--- config.mk ---
export PLATFORM = sky130hd
export DESIGN_NAME = multicycle_control_unit_flat
export DESIGN_NICKNAME = d
export VERILOG_FILES = /design/src/rtl/multicycle_control_unit_if.sv /design/src/rtl/multicycle_control_unit.sv /design/src/flat_wrapper.sv
export SDC_FILE = /design/constraint.sdc
export NUM_CORES = 1
export LEC_CHECK = 0
export ABC_AREA = 1
export CELL_PAD_IN_SITES_DETAIL_PLACEMENT = 0
export CELL_PAD_IN_SITES_GLOBAL_PLACEMENT = 2
export CORE_ASPECT_RATIO = 0.5
export CORE_UTILIZATION = 27
export DETAILED_ROUTE_END_ITERATION = 6
export PLACE_DENSITY = 0.79
export SLEW_MARGIN = 25
export SYNTH_ARGS = -nofsm -noshare
export SYNTH_HDL_FRONTEND = slang
export SYNTH_SLANG_ARGS = --single-unit
--- constraint.sdc ---
create_clock -name clk -period 1.5 [get_ports clk]
set_clock_uncertainty 0.15 [all_clocks]
set_input_delay 0.225 -clock clk [delete_from_list [all_inputs] [get_ports clk]]
set_output_delay 0.225 -clock clk [all_outputs]
set_load 0.05 [all_outputs]
--- src/rtl/multicycle_control_unit_if.sv ---
// Instruction and memory handshake bundle for the multi-cycle control unit.
// The master side drives instructions and memory acknowledges; the slave side is the sequencer.
interface multicycle_control_unit_if #(
  parameter int OPCODE_W = 3
);
  logic                en;
  logic                instr_valid;
  logic [OPCODE_W-1:0] opcode;
  logic                instr_ready;
  logic                mem_ack;
  logic                mem_req;
  logic [OPCODE_W-1:0] alu_op;
  logic                en_write_reg;
  logic                en_write_mem;
  logic                pc_inc;
  logic                busy;
  logic                halted;
  logic                timeout_err;

  modport master (
    output en, instr_valid, opcode, mem_ack,
    input  instr_ready, mem_req, alu_op, en_write_reg, en_write_mem,
           pc_inc, busy, halted, timeout_err
  );

  modport slave (
    input  en, instr_valid, opcode, mem_ack,
    output instr_ready, mem_req, alu_op, en_write_reg, en_write_mem,
           pc_inc, busy, halted, timeout_err
  );
endinterface

--- src/rtl/multicycle_control_unit.sv ---
// Multi-cycle instruction sequencer: IDLE -> DECODE -> EXECUTE -> (MEM) -> WB, with HALT.
// Outputs are a Moore decode of the registered state, so an async reset clears them at once.
module multicycle_control_unit #(
  parameter int                  OPCODE_W    = 3,
  parameter logic [OPCODE_W-1:0] OP_LOAD     = 3'b110,
  parameter logic [OPCODE_W-1:0] OP_MEM_LO   = 3'b010,
  parameter logic [OPCODE_W-1:0] OP_MEM_HI   = 3'b101,
  parameter logic [OPCODE_W-1:0] OP_HALT     = 3'b111,
  parameter int                  MEM_TIMEOUT = 15
) (
  input  logic                        clk,
  input  logic                        rst,
  multicycle_control_unit_if.slave    bus
);

  localparam logic [2:0] IDLE    = 3'd0;
  localparam logic [2:0] DECODE  = 3'd1;
  localparam logic [2:0] EXECUTE = 3'd2;
  localparam logic [2:0] MEM     = 3'd3;
  localparam logic [2:0] WB      = 3'd4;
  localparam logic [2:0] HALT    = 3'd5;

  localparam int               CNT_W    = $clog2(MEM_TIMEOUT + 1);
  localparam logic [CNT_W-1:0] CNT_LAST = CNT_W'(MEM_TIMEOUT - 1);

  logic [2:0]          state_r;
  logic [OPCODE_W-1:0] op_r;
  logic [OPCODE_W-1:0] alu_op_r;
  logic [CNT_W-1:0]    cnt_r;
  logic                timeout_err_r;
  logic                is_mem_s;

  logic ready_s, mem_req_s, wr_mem_s, wr_reg_s, pc_inc_s, busy_s, halted_s;

  assign is_mem_s = (op_r >= OP_MEM_LO) && (op_r <= OP_MEM_HI);

  // Sequencer state, latched opcode, ALU op, MEM wait counter and sticky timeout flag
  always_ff @(posedge clk or posedge rst) begin
    if (rst) begin
      state_r       <= IDLE;
      op_r          <= '0;
      alu_op_r      <= '0;
      cnt_r         <= '0;
      timeout_err_r <= 1'b0;
    end else if (bus.en) begin
      case (state_r)
        IDLE: begin
          if (bus.instr_valid) begin
            op_r    <= bus.opcode;
            state_r <= DECODE;
          end
        end
        DECODE: begin
          if (op_r == OP_HALT) begin
            state_r <= HALT;
          end else begin
            alu_op_r <= op_r;
            state_r  <= EXECUTE;
          end
        end
        EXECUTE: begin
          if (is_mem_s) begin
            cnt_r   <= '0;
            state_r <= MEM;
          end else begin
            state_r <= WB;
          end
        end
        MEM: begin
          cnt_r <= cnt_r + CNT_W'(1);
          // An acknowledge arriving on the final allowed cycle still counts as success
          if (bus.mem_ack) begin
            state_r <= WB;
          end else if (cnt_r == CNT_LAST) begin
            timeout_err_r <= 1'b1;
            state_r       <= WB;
          end
        end
        WB:      state_r <= IDLE;
        HALT:    state_r <= HALT;
        default: state_r <= IDLE;
      endcase
    end
  end

  // Moore output decode from the registered state
  always_comb begin
    ready_s   = 1'b0;
    mem_req_s = 1'b0;
    wr_mem_s  = 1'b0;
    wr_reg_s  = 1'b0;
    pc_inc_s  = 1'b0;
    busy_s    = 1'b1;
    halted_s  = 1'b0;
    case (state_r)
      IDLE: begin
        ready_s = 1'b1;
        busy_s  = 1'b0;
      end
      DECODE, EXECUTE: begin
        busy_s = 1'b1;
      end
      MEM: begin
        mem_req_s = 1'b1;
        wr_mem_s  = 1'b1;
      end
      WB: begin
        pc_inc_s = 1'b1;
        wr_reg_s = (op_r == OP_LOAD);
      end
      HALT: begin
        busy_s   = 1'b0;
        halted_s = 1'b1;
      end
      default: begin
        busy_s = 1'b0;
      end
    endcase
  end

  assign bus.instr_ready  = ready_s;
  assign bus.mem_req      = mem_req_s;
  assign bus.en_write_mem = wr_mem_s;
  assign bus.en_write_reg = wr_reg_s;
  assign bus.pc_inc       = pc_inc_s;
  assign bus.busy         = busy_s;
  assign bus.halted       = halted_s;
  assign bus.alu_op       = alu_op_r;
  assign bus.timeout_err  = timeout_err_r;

endmodule
--- src/flat_wrapper.sv ---
// flat-port wrapper written by rule: the top's interface ports become plain ports
module multicycle_control_unit_flat 
#(
  parameter int                  OPCODE_W    = 3,
  parameter logic [OPCODE_W-1:0] OP_LOAD     = 3'b110,
  parameter logic [OPCODE_W-1:0] OP_MEM_LO   = 3'b010,
  parameter logic [OPCODE_W-1:0] OP_MEM_HI   = 3'b101,
  parameter logic [OPCODE_W-1:0] OP_HALT     = 3'b111,
  parameter int                  MEM_TIMEOUT = 15
)
  (clk, rst, bus_en, bus_instr_valid, bus_opcode, bus_mem_ack, bus_instr_ready, bus_mem_req, bus_alu_op, bus_en_write_reg, bus_en_write_mem, bus_pc_inc, bus_busy, bus_halted, bus_timeout_err);
  multicycle_control_unit_if #(.OPCODE_W(OPCODE_W)) bus_i ();
  input  logic clk;
  input  logic rst;
  input wire logic [$bits(bus_i.en)-1:0] bus_en;
  input wire logic [$bits(bus_i.instr_valid)-1:0] bus_instr_valid;
  input wire logic [$bits(bus_i.opcode)-1:0] bus_opcode;
  input wire logic [$bits(bus_i.mem_ack)-1:0] bus_mem_ack;
  output wire logic [$bits(bus_i.instr_ready)-1:0] bus_instr_ready;
  output wire logic [$bits(bus_i.mem_req)-1:0] bus_mem_req;
  output wire logic [$bits(bus_i.alu_op)-1:0] bus_alu_op;
  output wire logic [$bits(bus_i.en_write_reg)-1:0] bus_en_write_reg;
  output wire logic [$bits(bus_i.en_write_mem)-1:0] bus_en_write_mem;
  output wire logic [$bits(bus_i.pc_inc)-1:0] bus_pc_inc;
  output wire logic [$bits(bus_i.busy)-1:0] bus_busy;
  output wire logic [$bits(bus_i.halted)-1:0] bus_halted;
  output wire logic [$bits(bus_i.timeout_err)-1:0] bus_timeout_err;
  assign bus_i.en = bus_en;
  assign bus_i.instr_valid = bus_instr_valid;
  assign bus_i.opcode = bus_opcode;
  assign bus_i.mem_ack = bus_mem_ack;
  assign bus_instr_ready = bus_i.instr_ready;
  assign bus_mem_req = bus_i.mem_req;
  assign bus_alu_op = bus_i.alu_op;
  assign bus_en_write_reg = bus_i.en_write_reg;
  assign bus_en_write_mem = bus_i.en_write_mem;
  assign bus_pc_inc = bus_i.pc_inc;
  assign bus_busy = bus_i.busy;
  assign bus_halted = bus_i.halted;
  assign bus_timeout_err = bus_i.timeout_err;
  multicycle_control_unit #(.OPCODE_W(OPCODE_W), .OP_LOAD(OP_LOAD), .OP_MEM_LO(OP_MEM_LO), .OP_MEM_HI(OP_MEM_HI), .OP_HALT(OP_HALT), .MEM_TIMEOUT(MEM_TIMEOUT)) u_core (.clk(clk), .rst(rst), .bus(bus_i));
endmodule
Word level (Yosys, flattened, before mapping) --
Cells that the tools add are included.
Cells by class: $add $sub $neg 1, $lt $le $gt $ge 2, eq/ne operators 11, muxes and demuxes 14, bitwise operators 2, reductions and logical operators 9
Operator list (number):
- 3-bit 2-to-1 mux | 5
- 3-bit one-hot mux with 5 select lines | 1
- 3-bit equality test (second input constant) | 4
- 3-bit AND reduction | 4
- 4-bit one-hot mux with 2 select lines | 1
- 3-bit by 2-bit equality test with 1-bit output (second input constant) | 2
- 1-bit 2-to-1 mux | 6
- 4-bit by 1-bit adder with 4-bit output (second input constant) | 1
- 4-bit equality test (second input constant) | 1
- 4-bit 2-to-1 mux | 1
- 4-bit AND reduction | 1
- 4-bit OR reduction | 1
- 3-bit by 1-bit equality test with 1-bit output (second input constant) | 1
- 3-bit by 2-bit >= comparator with 1-bit output (second input constant) | 1
- 3-bit <= comparator (second input constant) | 1
- 3-bit logical NOT | 1
- 3-bit by 2-bit inequality test with 1-bit output (second input constant) | 1
- 2-bit by 1-bit inequality test with 1-bit output (second input constant) | 1
- 2-bit inequality test (second input constant) | 1
- 1-bit NOT | 2
- 2-bit nonzero test | 1
- 1-bit logical AND | 1
Storage, ports and cells: flip-flop bits (word level) 14, output and inout port bits 11, word-level logic and storage cells 44

Longest topological paths before layout --
word-level depth 4, depth in mapped cells 8

Least setup slack after synthesis --
OpenSTA, ideal clock, no wires.
kind flip-flop to output port, start point register u_core.state_r[1], end point output bus_busy, arrival 1.355 ns, required time 1.125 ns, setup slack -0.230 ns, cell stages (with the launch flop) 4, path buffers 0, cell sequence dfrtp_1 -> inv_1 -> nand2_2 -> o211ai_1
On the way: word-level cells in the longest chain between the ends 3
RTL lines:
- start: declaration | line multicycle_control_unit.sv:26 | logic [2:0] state_r;
- start signal: assignment | line multicycle_control_unit.sv:40 | state_r <= IDLE;
- start signal: assignment | line multicycle_control_unit.sv:50 | state_r <= DECODE;
- start signal: assignment | line multicycle_control_unit.sv:55 | state_r <= HALT;
- 3-bit by 1-bit equality test with 1-bit output, or another cell as far along | line multicycle_control_unit.sv:95 | case (state_r)
- 4-bit OR reduction (no source line) *
- 1-bit 2-to-1 mux * | line multicycle_control_unit.sv:95
- end: declaration | line flat_wrapper.sv:25 | output wire logic [$bits(bus_i.busy)-1:0] bus_busy;
Every way passes the cells marked *; elsewhere a longest branch is shown, timed or not.

Final worst setup path --
Ends and elaborated chain as after synthesis.

==> reports/metrics.csv <==
stage,metric,value,unit
run,maxCapViolations,0,
sta,min_period,1.70,ns
cts,clk_latency,0.24,ns
cts,clkSinkCount,14,
critical_path,path_cells,inv_2 > nand2_2 > o211ai_1 > clkbuf_16,
synthesis,syn_nets,133,
synthesis,synth.ff_latch_count,14,
sta,relSlewSlack,81.6,%
floorplan,rows,14,
synthesis,ys_top_cells_by_area,"dfrtp_1, nand2_1, inv_1",
sta,hold_viol_final,0,
synthesis,synth_flop_cell,dfrtp_1,
grt,grt_max_degree,15,
power,power_frac_seq,23.0,%
final_layout,diodes,0,
sta,fin_setup_tns,-1.06,ns
placement,globalplace.congestion,0.813,
sta,setup_ws,-0.197,ns
sta,maxSlewViolCount,0,
cts,clockBufferDepth,2,
power,total_power,2.96,mW
grt,grt_first_pass_wirelength,3430,um
outcome,outcome,finished with violations,
synthesis,ys_types,21,
cts,cts_max_level,1,
critical_path,crit_arrival,1.32,ns
outcome,violations,negative setup slack,
grt,grt-ovfl-total,0,
sta,clock.fmax,589,MHz
sta,whs,0.127,ns
synthesis,synthArstFlopShare,100,%
placement,hpwl,1560,um
final_layout,multi_input_area,507,um^2
critical_path,cp_slowest_cell,dfrtp_2,
synthesis,yosys.area.top_type,dfrtp_1,
power,p_leak,0.780,nW
final_layout,finalInstanceArea,1520,um^2
synthesis,seq_area_frac_synth,39.5,%
grt,grt_pass1_vias,761,
floorplan,start_util,28.9,%
power,ir_worst_vdd,655,uV
critical_path,worstSetupPathType,flip-flop to output port,
final_layout,n_fill_cell,297,
final_layout,drive_gt1_share,40.5,%
sta,setup_viol,11,
placement,post-place-ws,0.0133,ns
routing,vias,871,
final_layout,syn2layout_area_growth,71.5,%
floorplan,ios,19,
synthesis,synth.avg_cell_area,7.20,um^2
synthesis,synth.most_common_cell,nand2_1,
routing,drt_first_pass_iters,4,
power,power_frac_clock,10.3,%
critical_path,cp_max_fo,4,
floorplan,die_h,42.5,um
cts,cts.hold.buffers_added,0,
critical_path,end_kind,output port,
sta,period_share,113,%
power,p_sw,1.33,mW
routing,final_antenna_net_count,0,
floorplan,design.die.area,3530,um^2
min_path,holdCritPathClass,input port to async pin,
placement,placed_cells,189,
cts,tritoncts,built,
synthesis,syn_area,886,um^2
synthesis,netlist_instances,123,
cts,cts_buffers,3,
grt,antenna_found_initial,0,
critical_path,slowest_delay,0.46,ns
power,internal_power,1.63,mW
critical_path,cp_top_family,flip-flops,
routing,vias_per_cell,4.29,
cts,clkTransAtPathRegs,0.06,ns
synthesis,ys_warn_count,0,
synthesis,synth.top_cell.area_share,39.5,%
routing,wirelength,2210,um
sta,worst_pin_slew,0.275,ns
critical_path,critPathLaunchType,flip-flop,
synthesis,synth_commonest_cells,"nand2_1, inv_1, dfrtp_1",
placement,port-buffer-count,18,
routing,first_iter_violations,39,
final_layout,fin_nets,175,
grt,grt_usage,12.8,%
final_layout,utilization,49.6,%
synthesis,synth_edf_count,0,
floorplan,die_w,83.0,um
power,netSwitchingFraction,45.0,%
critical_path,required,1.12,ns
routing,drc,0,
cts,cts-root-buf,clkbuf_8,
power,power_density,1950,nW/um^2
final_layout,seq_area,354,um^2
placement,placed_cell_area,1290,um^2
critical_path,crit_buf_inv,2,
critical_path,ff2ff_setup_slack,-0.07,ns
floorplan,core_region_area,3070,um^2
routing,wl_per_cell,10.9,um
final_layout,fin_cells,203,
sta,rsz0062_at_grt,true,
power,p_comb_share,66.7,%
[layout make-up]
type | count | share of cell area (%)
multi-input combinational | 84 | 33.4
clock buffer | 3 | 2.72
timing repair buffer | 39 | 31.3
inverter | 23 | 6.01
sequential | 14 | 23.3
tap | 40 | 3.29
[power by group through the flow]
stage | combinational (mW) | clock (mW) | sequential (mW)
3_3_place_gp | 1.61 | 0 | 0.648
2_1_floorplan | 0.828 | 0 | 0.716
3_5_place_dp | 1.60 | 0 | 0.651
5_1_grt | 2.11 | 0.334 | 0.702
6_report | 1.98 | 0.305 | 0.681
4_1_cts | 1.77 | 0.316 | 0.657
[kinds of logic (layout without fill, tap and decap cells)]
| family | count (synthesis) | count (layout) | share of synthesized area, % |
|---|---|---|---|
| simple gates | 70 | 70 | 37.7 |
| buf+inv | 25 | 65 | 12.1 |
| xor+xnor | 1 | 1 | 0.989 |
| flops | 14 | 14 | 39.5 |
| compound gates | 11 | 11 | 6.78 |
| fa+ha+maj | 2 | 2 | 2.82 |
[per-layer routing]
metal | global-route usage (%) | vias to the layer above | part of all wire (%)
li1 | - | 457 | -
met1 | 17.7 | 389 | 48
met2 | 19.8 | 21 | 47
met3 | 4.13 | 4 | 3.0
met4 | 2.07 | 0 | 1.1
met5 | 0 | - | 0
[worst paths after layout]
kind / start / end / cells past startpoint
hold reg to reg: u_core.op_r[0]$_DFFE_PP0P_ / u_core.op_r[0]$_DFFE_PP0P_ / 2
setup / recovery: u_core.state_r[1]$_DFFE_PP0P_ / bus_busy / 4
min in group clk: bus_opcode[1] / u_core.op_r[1]$_DFFE_PP0P_ / 3
hold / removal: rst / u_core.cnt_r[2]$_DFFE_PP0P_ / 3
setup reg to reg: u_core.state_r[1]$_DFFE_PP0P_ / u_core.state_r[2]$_DFFE_PP0P_ / 10
max in group asynchronous: rst / u_core.state_r[2]$_DFFE_PP0P_ / 3
[what timing repair did]
action,4_1_cts,5_1_grt
setup buffers,4,7
pin swaps,2,9
setup endpoints to repair,7,15
gates resized for setup,10,24
[state kept, by name (all words and copies together) (netlist names)]
signal / count
u_core.cnt_r: 4
u_core.op_r: 3
u_core.state_r: 3
u_core.bus.timeout_err: 1
u_core.bus.alu_op: 3
[layout by cell type (no fill, tap or decap), drive strengths merged]
cell type	netlist	final
clkbuf	0	4
o211ai	1	1
nand4	1	1
xor2	1	1
buf	2	31
o21bai	1	1
nand3	12	12
dfrtp	14	14
nor2	11	11
inv	22	23
nand2	46	46
clkdlybuf4s50	0	7
o21ai	9	9
ha	2	2
[worst min-delay path, stage by stage]
cell and delay [ns]:
clkdlybuf4s50_1 0.39, inv_1 0.05, buf_4 0.22
Power figures use the tool's default switching activity.
